$ cat src/rtl/control_setare_ceas.sv
// Time-keeping and setting controller: running clock, alarm time and a small edit menu.
// Define CONTROL_SETARE_ALARMA_EN to build the alarm registers, alarm set states and buzzer logic.
module control_setare_ceas #(
  parameter int unsigned AL_ORE_INIT = 7,
  parameter int unsigned AL_MIN_INIT = 0,
  parameter int unsigned TIMEOUT_SET = 30,
  parameter int unsigned DURATA_SUNA = 60
) (
  input  logic       clock,
  input  logic       reset,
  input  logic       tick_1s,
  input  logic       scurt_1,
  input  logic       scurt_2,
  input  logic       scurt_3,
  input  logic       lung_1,
  input  logic       lung_2,
  input  logic       lung_3,
  output logic [4:0] ore,
  output logic [5:0] minute,
  output logic [5:0] secunde,
  output logic [4:0] al_ore,
  output logic [5:0] al_minute,
  output logic [2:0] mod,
  output logic       blink,
  output logic       alarma_activa,
  output logic       suna
);

  typedef enum logic [2:0] {
    NORMAL     = 3'd0,
    SET_ORE    = 3'd1,
    SET_MIN    = 3'd2,
    SET_AL_ORE = 3'd3,
    SET_AL_MIN = 3'd4
  } mod_e;

  typedef enum logic [2:0] {
    EV_NONE, EV_SCURT_1, EV_LUNG_1, EV_SCURT_2, EV_LUNG_2, EV_SCURT_3, EV_LUNG_3
  } ev_e;

  localparam int unsigned TW = $clog2(TIMEOUT_SET + 1);

  mod_e          r_state, w_state_nxt;
  ev_e           w_ev;
  logic [4:0]    r_ore, w_ore_inc, w_ore_edit;
  logic [5:0]    r_min, r_sec, w_min_inc, w_sec_inc, w_min_edit;
  logic [TW-1:0] r_inactiv;
  logic          r_blink;
  logic          w_in_set, w_clk_run, w_time_adv, w_entry, w_edit, w_up;
  logic [3:0]    w_delta;

  // Modular +/-delta for a field whose range is 0..m-1 (delta < m).
  function automatic logic [5:0] step_mod(input logic [5:0] v, input logic up,
                                          input logic [3:0] d, input logic [5:0] m);
    logic [6:0] s;
    if (up) begin
      s = {1'b0, v} + {3'b0, d};
      if (s >= {1'b0, m}) s = s - {1'b0, m};
    end else if (v >= {2'b0, d}) begin
      s = {1'b0, v - {2'b0, d}};
    end else begin
      s = {1'b0, v} + {1'b0, m} - {3'b0, d};
    end
    return s[5:0];
  endfunction

  // Button 1 beats button 2 beats button 3; within a button the long press wins.
  always_comb begin
    // NOTE: every always_comb output gets a default first so no latch is inferred.
    w_ev = EV_NONE;
    if (lung_1)       w_ev = EV_LUNG_1;
    else if (scurt_1) w_ev = EV_SCURT_1;
    else if (lung_2)  w_ev = EV_LUNG_2;
    else if (scurt_2) w_ev = EV_SCURT_2;
    else if (lung_3)  w_ev = EV_LUNG_3;
    else if (scurt_3) w_ev = EV_SCURT_3;
  end

  always_comb begin
    w_state_nxt = r_state;
    if (r_state == NORMAL) begin
      if (w_ev == EV_LUNG_1) w_state_nxt = SET_ORE;
    end else if (w_ev == EV_LUNG_1) begin
      w_state_nxt = NORMAL;
    end else if (w_ev == EV_SCURT_1) begin
      case (r_state)
        SET_ORE:    w_state_nxt = SET_MIN;
`ifdef CONTROL_SETARE_ALARMA_EN
        SET_MIN:    w_state_nxt = SET_AL_ORE;
        SET_AL_ORE: w_state_nxt = SET_AL_MIN;
`endif
        default:    w_state_nxt = NORMAL;
      endcase
    end else if (w_ev == EV_NONE && tick_1s && r_inactiv == TW'(TIMEOUT_SET - 1)) begin
      w_state_nxt = NORMAL;
    end
  end

  always_comb begin
    w_in_set   = (r_state != NORMAL);
    w_clk_run  = (r_state != SET_ORE) && (r_state != SET_MIN);
    w_time_adv = tick_1s && w_clk_run && !((r_state == NORMAL) && (w_ev == EV_LUNG_1));
    w_entry    = (w_state_nxt != r_state) && (w_state_nxt != NORMAL);
    w_edit     = w_in_set && (w_ev inside {EV_SCURT_2, EV_LUNG_2, EV_SCURT_3, EV_LUNG_3});
    w_up       = (w_ev == EV_SCURT_2) || (w_ev == EV_LUNG_2);
    w_delta    = ((w_ev == EV_LUNG_2) || (w_ev == EV_LUNG_3)) ? 4'd10 : 4'd1;
    w_ore_edit = 5'(step_mod({1'b0, r_ore}, w_up, w_delta, 6'd24));
    w_min_edit = step_mod(r_min, w_up, w_delta, 6'd60);
  end

  always_comb begin
    w_sec_inc = r_sec + 6'd1;
    w_min_inc = r_min;
    w_ore_inc = r_ore;
    if (r_sec == 6'd59) begin
      w_sec_inc = 6'd0;
      if (r_min == 6'd59) begin
        w_min_inc = 6'd0;
        w_ore_inc = (r_ore == 5'd23) ? 5'd0 : r_ore + 5'd1;
      end else begin
        w_min_inc = r_min + 6'd1;
      end
    end
  end

  always_ff @(negedge clock) begin
    if (!reset) begin
      r_state   <= NORMAL;
      r_inactiv <= '0;
      r_blink   <= 1'b0;
    end else begin
      // NOTE: sequential state uses non-blocking assignments so every register samples pre-edge values.
      r_state <= w_state_nxt;
      if (w_state_nxt == NORMAL || w_state_nxt != r_state || w_ev != EV_NONE) r_inactiv <= '0;
      else if (tick_1s) r_inactiv <= r_inactiv + TW'(1);
      if (w_state_nxt == NORMAL) r_blink <= 1'b0;
      else if (w_entry)          r_blink <= 1'b1;
      else if (tick_1s)          r_blink <= ~r_blink;
    end
  end

  // Clock is frozen while hours/minutes are edited, so edit and advance never collide.
  always_ff @(negedge clock) begin
    if (!reset) begin
      r_ore <= '0;
      r_min <= '0;
      r_sec <= '0;
    end else if (r_state == NORMAL && w_ev == EV_LUNG_1) begin
      r_sec <= '0;
    end else if (w_time_adv) begin
      r_ore <= w_ore_inc;
      r_min <= w_min_inc;
      r_sec <= w_sec_inc;
    end else if (w_edit && r_state == SET_ORE) begin
      r_ore <= w_ore_edit;
    end else if (w_edit && r_state == SET_MIN) begin
      r_min <= w_min_edit;
    end
  end

  assign ore     = r_ore;
  assign minute  = r_min;
  assign secunde = r_sec;
  assign mod     = r_state;
  assign blink   = r_blink;

`ifdef CONTROL_SETARE_ALARMA_EN
  localparam int unsigned RW = $clog2(DURATA_SUNA + 1);

  logic [4:0]    r_al_ore, w_al_ore_edit;
  logic [5:0]    r_al_min, w_al_min_edit;
  logic          r_armed, r_suna, w_hit, w_stop;
  logic [RW-1:0] r_ring;

  always_comb begin
    w_al_ore_edit = 5'(step_mod({1'b0, r_al_ore}, w_up, w_delta, 6'd24));
    w_al_min_edit = step_mod(r_al_min, w_up, w_delta, 6'd60);
    w_stop        = (w_ev == EV_SCURT_3) || (w_ev == EV_LUNG_3);
    w_hit         = w_time_adv && r_armed && (w_ore_inc == r_al_ore) &&
                    (w_min_inc == r_al_min) && (w_sec_inc == 6'd0);
  end

  // A button-3 stop takes precedence over a same-cycle alarm hit.
  always_ff @(negedge clock) begin
    if (!reset) begin
      r_al_ore <= 5'(AL_ORE_INIT);
      r_al_min <= 6'(AL_MIN_INIT);
      r_armed  <= 1'b0;
      r_suna   <= 1'b0;
      r_ring   <= '0;
    end else begin
      if (w_edit && r_state == SET_AL_ORE) r_al_ore <= w_al_ore_edit;
      if (w_edit && r_state == SET_AL_MIN) r_al_min <= w_al_min_edit;
      if (r_state == NORMAL && w_ev == EV_LUNG_3 && !r_suna) r_armed <= ~r_armed;
      if (w_stop) begin
        r_suna <= 1'b0;
        r_ring <= '0;
      end else if (w_hit) begin
        r_suna <= 1'b1;
        r_ring <= '0;
      end else if (r_suna && tick_1s) begin
        if (r_ring == RW'(DURATA_SUNA - 1)) begin
          r_suna <= 1'b0;
          r_ring <= '0;
        end else begin
          r_ring <= r_ring + RW'(1);
        end
      end
    end
  end

  assign al_ore        = r_al_ore;
  assign al_minute     = r_al_min;
  assign alarma_activa = r_armed;
  assign suna          = r_suna;
`else
  logic w_unused_cfg;
  assign w_unused_cfg  = ^{5'(AL_ORE_INIT), 6'(AL_MIN_INIT), 8'(DURATA_SUNA)};
  assign al_ore        = '0;
  assign al_minute     = '0;
  assign alarma_activa = 1'b0;
  assign suna          = 1'b0;
`endif

endmodule

$ cat config.mk
export PLATFORM = sky130hd
export DESIGN_NAME = control_setare_ceas
export DESIGN_NICKNAME = d
export VERILOG_FILES = /design/src/rtl/control_setare_ceas.sv
export SDC_FILE = /design/constraint.sdc
export NUM_CORES = 1
export LEC_CHECK = 0
export ABC_AREA = 1
export CAP_MARGIN = 10
export CELL_PAD_IN_SITES_DETAIL_PLACEMENT = 1
export CELL_PAD_IN_SITES_GLOBAL_PLACEMENT = 1
export CORE_MARGIN = 1.5
export CORE_UTILIZATION = 36
export DETAILED_ROUTE_END_ITERATION = 8
export GPL_TIMING_DRIVEN = 0
export PLACE_DENSITY_LB_ADDON = 0.12
export SYNTH_ARGS = -nofsm -noshare
export SYNTH_HDL_FRONTEND = slang
export SYNTH_SLANG_ARGS = --single-unit
$ cat constraint.sdc
create_clock -name clock -period 3.7 [get_ports clock]
set_input_delay 0.74 -clock clock [delete_from_list [all_inputs] [get_ports clock]]
set_output_delay 0.74 -clock clock [all_outputs]
set_load 0.1 [all_outputs]
# Yosys cells after proc, flatten, opt, wreduce, memory -nomap -nowiden

Cells that the tools add are included.

Shift-type cells: 0
Order comparisons: 4
$mul: 0
Mux-type cells: 32
Eq/ne operators: 18
Add/subtract/negate cells: 14
Divide/modulo/power cells: 0
Reductions and logical operators: 30
Bitwise gates (word level): 3

Operators by type and width:

| cell                | count |
|---|---|
| $mux 6              | 9 |
| $mux 5              | 8 |
| $mux 3              | 11 |
| $add 6x1->6 const B | 2 |
| $eq 6x6->1 const B  | 2 |
| $sub 6x4->6         | 2 |
| $add 5x1->5 const B | 2 |
| $eq 5x5->1 const B  | 2 |
| $logic_and 1x1->1   | 10 |
| $sub 5x4->5         | 2 |
| $eq 3x2->1 const B  | 3 |
| $eq 3x3->1 const B  | 3 |
| $logic_not 3->1     | 3 |
| $reduce_bool 3->1   | 3 |
| $reduce_and 4->1    | 2 |
| $add 6x4->7         | 1 |
| $ge 7x6->1 const B  | 1 |
| $add 5x4->6         | 1 |
| $add 6x6->6 const B | 1 |
| $eq 3x1->1 const B  | 2 |
| $ge 6x4->1          | 1 |
| $ge 6x5->1 const B  | 1 |
| $reduce_bool 2->1   | 3 |
| $reduce_or 2->1     | 3 |
| other kinds (16)    | 23 |

Logic and storage cells: 107
Memories kept: 0
Bits in registers: 26
Bits in latches: 0
RAM bits: 0
Bits in read-only memories: 0
Output and inout bits: 34

# Depth between registers and ports, before layout

Word-level depth: 17
Depth in mapped cells: 23

==> results.toml <==
[timing]
slew_viol_final = 0
worst_pin_slew_ps = 506
fin_skew_ps = 24.1
finalHoldViolations = 0
setup_viol = 18
rsz0062_at_grt = "yes"
setup_slack_ps = -1090
setup_tns_ps = -9080
holdWs_ps = 518
relSlewSlack = 0.660

[global_route]
antenna_found_initial = 0
grt_use_met3 = 0.0405
gr-usage-all-layers = 0.229
grt_overflow = 0
met1_usage = 0.273
grt_pass1_wl_mm = 16.1
grt_max_degree = 16
grtUsageMet2 = 0.411
grt-busiest-layer = "met2"
grt_pass1_vias = 3499

[floorplanning]
pin_count = 43
std_cell_rows = 32
core_sq_um = 7850
die-width_um = 93.8
die_area_sq_um = 8800
die_y_um = 93.8
start_util = 0.378

[place]
port_buffers = 28
place.gp.congestion = 0.822
placed_cells = 574
dp_hpwl_mm = 6.63

[layout]
final_cells = 639
areaGrowthSynthToFinish_pct = 42.7
diodes = 0
drive_gt1_frac = 0.365
fin_nets = 584

[status]
violations = "negative setup slack"
status = "finished with violations"

[worst_setup_path]
start_kind = "input port"
cp.arrival_ps = 3220
crit_required_ps = 2130
worstSetupEndpointType = "flip-flop"
critical_path_class = "input port to flip-flop"
critPathCapture = "ore[3]"
r2r_cells = 15
r2r_end = "minute[3]"
ff2ff_setup_slack_ps = 1390
regToRegStartpoint = "minute[0]"
worstPathMaxFanout = 7
setup.worst_path.start = "scurt_2"

[synthesis]
yosysMostFrequentCell = "nand2_1"
synth_cells = 432
synth_edf_count = 0
avgSynthCellArea_sq_um = 6.87
synth_top_area_frac = 0.175
synth_area_leaders = "dfxtp_1 (18%), ha_1 (13%), nand2_1 (11%), inv_1 (5.4%), nor2_1 (5.3%)"
yosysSeqAreaShare = 0.175
ys_async_sr_fraction = 0
ys_types = 42
syn-cell-area_sq_um = 2970
synth_common_cells = "nand2_1 (86), inv_1 (43), nor2_1 (42)"
synth-seq-cells = 26
ys_warn_count = 0
yosysTopAreaCell = "dfxtp_1"
ys_dominant_reg_cell = "dfxtp_1"

[detailed_routing]
totalWireLength_mm = 10.0
viasPerCell = 4.99
drc = 0
ant_nets = 0
routed-via-count = 3187
drt_iter0_drc = 79
dr.pass1.iters = 4
wl_per_cell_um = 15.6

[clocking]
path_clk_slew_ps = 40
cts_max_path_buffers = 2
htree_levels = 1
clockRootBuffer = "clkbuf_8"
clk_latency_ps = 370
cts_tree = "built"
cts_sinks = 26
numCtsBuffers = 3
hold_buffers = 0

[worst_hold_path]
hold_path.class = "flip-flop to flip-flop"

[power_and_ir_drop]
p_leak_nw = 2.10
irDropWorstVdd_v = 0.000184
power_density_nw_per_um2 = 309

[flow_run]
maxCapViolations = 0
## metal layers
metal	wire length, um	vias to the layer above
met3	319	19
met1	4310	1507
met2	5180	69
met4	180	0
li1	-	1592
met5	0	-
## per-stage QoR
step | setup slack (ps) | power (mW) | util | area (sq um)
floorplan | -1290 | 0.807 | - | 3080
global placement | -2330 | 0.922 | 0.445 | 3490
detailed placement | -2360 | 0.933 | 0.445 | 3490
CTS | -944 | 1.27 | 0.514 | 4030
global route | -1230 | 1.41 | 0.540 | 4240
finish | -1090 | 1.31 | 0.540 | 4240
## sequential cells by signal (all words and copies together), names as in the netlist
register   cells
blink          1
r_inactiv      5
secunde        6
ore            5
minute         6
mod            3
## worst min path at each step
stage	startpoint	end	slack, ps	cells past startpoint
finish	secunde[4]	secunde[4]	520	2
global route	secunde[1]	secunde[1]	550	2
CTS	secunde[4]	secunde[4]	520	2
detailed placement	secunde[4]	secunde[4]	520	2
global placement	secunde[4]	secunde[4]	500	2
floorplan	r_inactiv[3]	r_inactiv[3]	490	2
## critical path: stages
cell and delay (ps):
buf_12 110, inv_12 40, o21ai_4 40, a21oi_2 180, nand2_2 100, nor2_4 220
inv_6 80, buf_12 140, ha_2 180, fa_2 370, a21oi_2 170, xor2_1 210
nand2_1 80, nand2_1 60, nand2_1 60, a21oi_2 190, a211oi_2 100, nor2_1 140
## logic make-up after synthesis
kind of cell,Yosys count,synth area share
XOR/XNOR,23,0.0704
AO/OA/AOI/OAI,72,0.133
flip-flops,26,0.175
adder cells (fa/ha/maj),37,0.174
other,1,0.00126
AND/OR/NAND/NOR,193,0.319
buffers and inverters,80,0.127
## layout make-up
cell class              count  area [sq um]
repair buffers             64           598
inverters                  59           262
clock buffers               3          41.3
flip-flops and latches     26           539
multi-input cells         338          2420
well taps                 102           128
fillers                  1035          3610
clock inverters            27           104
plain buffers              20           141
## cell usage in the layout (no fill, tap or decap), drive strengths merged, types with 2 or more instances in the layout
cell | synthesis | routed
a211oi | 3 | 3
a21oi | 27 | 27
a31oi | 3 | 3
buf | 19 | 81
clkbuf | 1 | 5
conb | 1 | 13
dfxtp | 26 | 26
fa | 7 | 7
ha | 30 | 30
inv | 60 | 86
nand2 | 93 | 93
nand3 | 33 | 33
nand3b | 2 | 2
nand4 | 8 | 8
nor2 | 51 | 51
o211ai | 3 | 3
o21ai | 30 | 30
o22ai | 3 | 3
o31ai | 2 | 2
or2 | 3 | 3
xnor2 | 6 | 6
xor2 | 17 | 17
## power breakdown
part | internal [mW] | leakage (nW) | switching [mW]
Combinational | 0.236 | 1.72 | 0.444
Sequential | 0.296 | 0.217 | 0.0322
Clock | 0.114 | 0.165 | 0.187
## what timing repair did
action | 4_1_cts | 5_1_grt
setup endpoints to repair | 40 | 25
gates resized for setup | 223 | 42
pin swaps | 46 | 28
gates cloned | 0 | 0
setup buffers | 29 | 7
No activity file was read; power rests on OpenSTA's default activity.
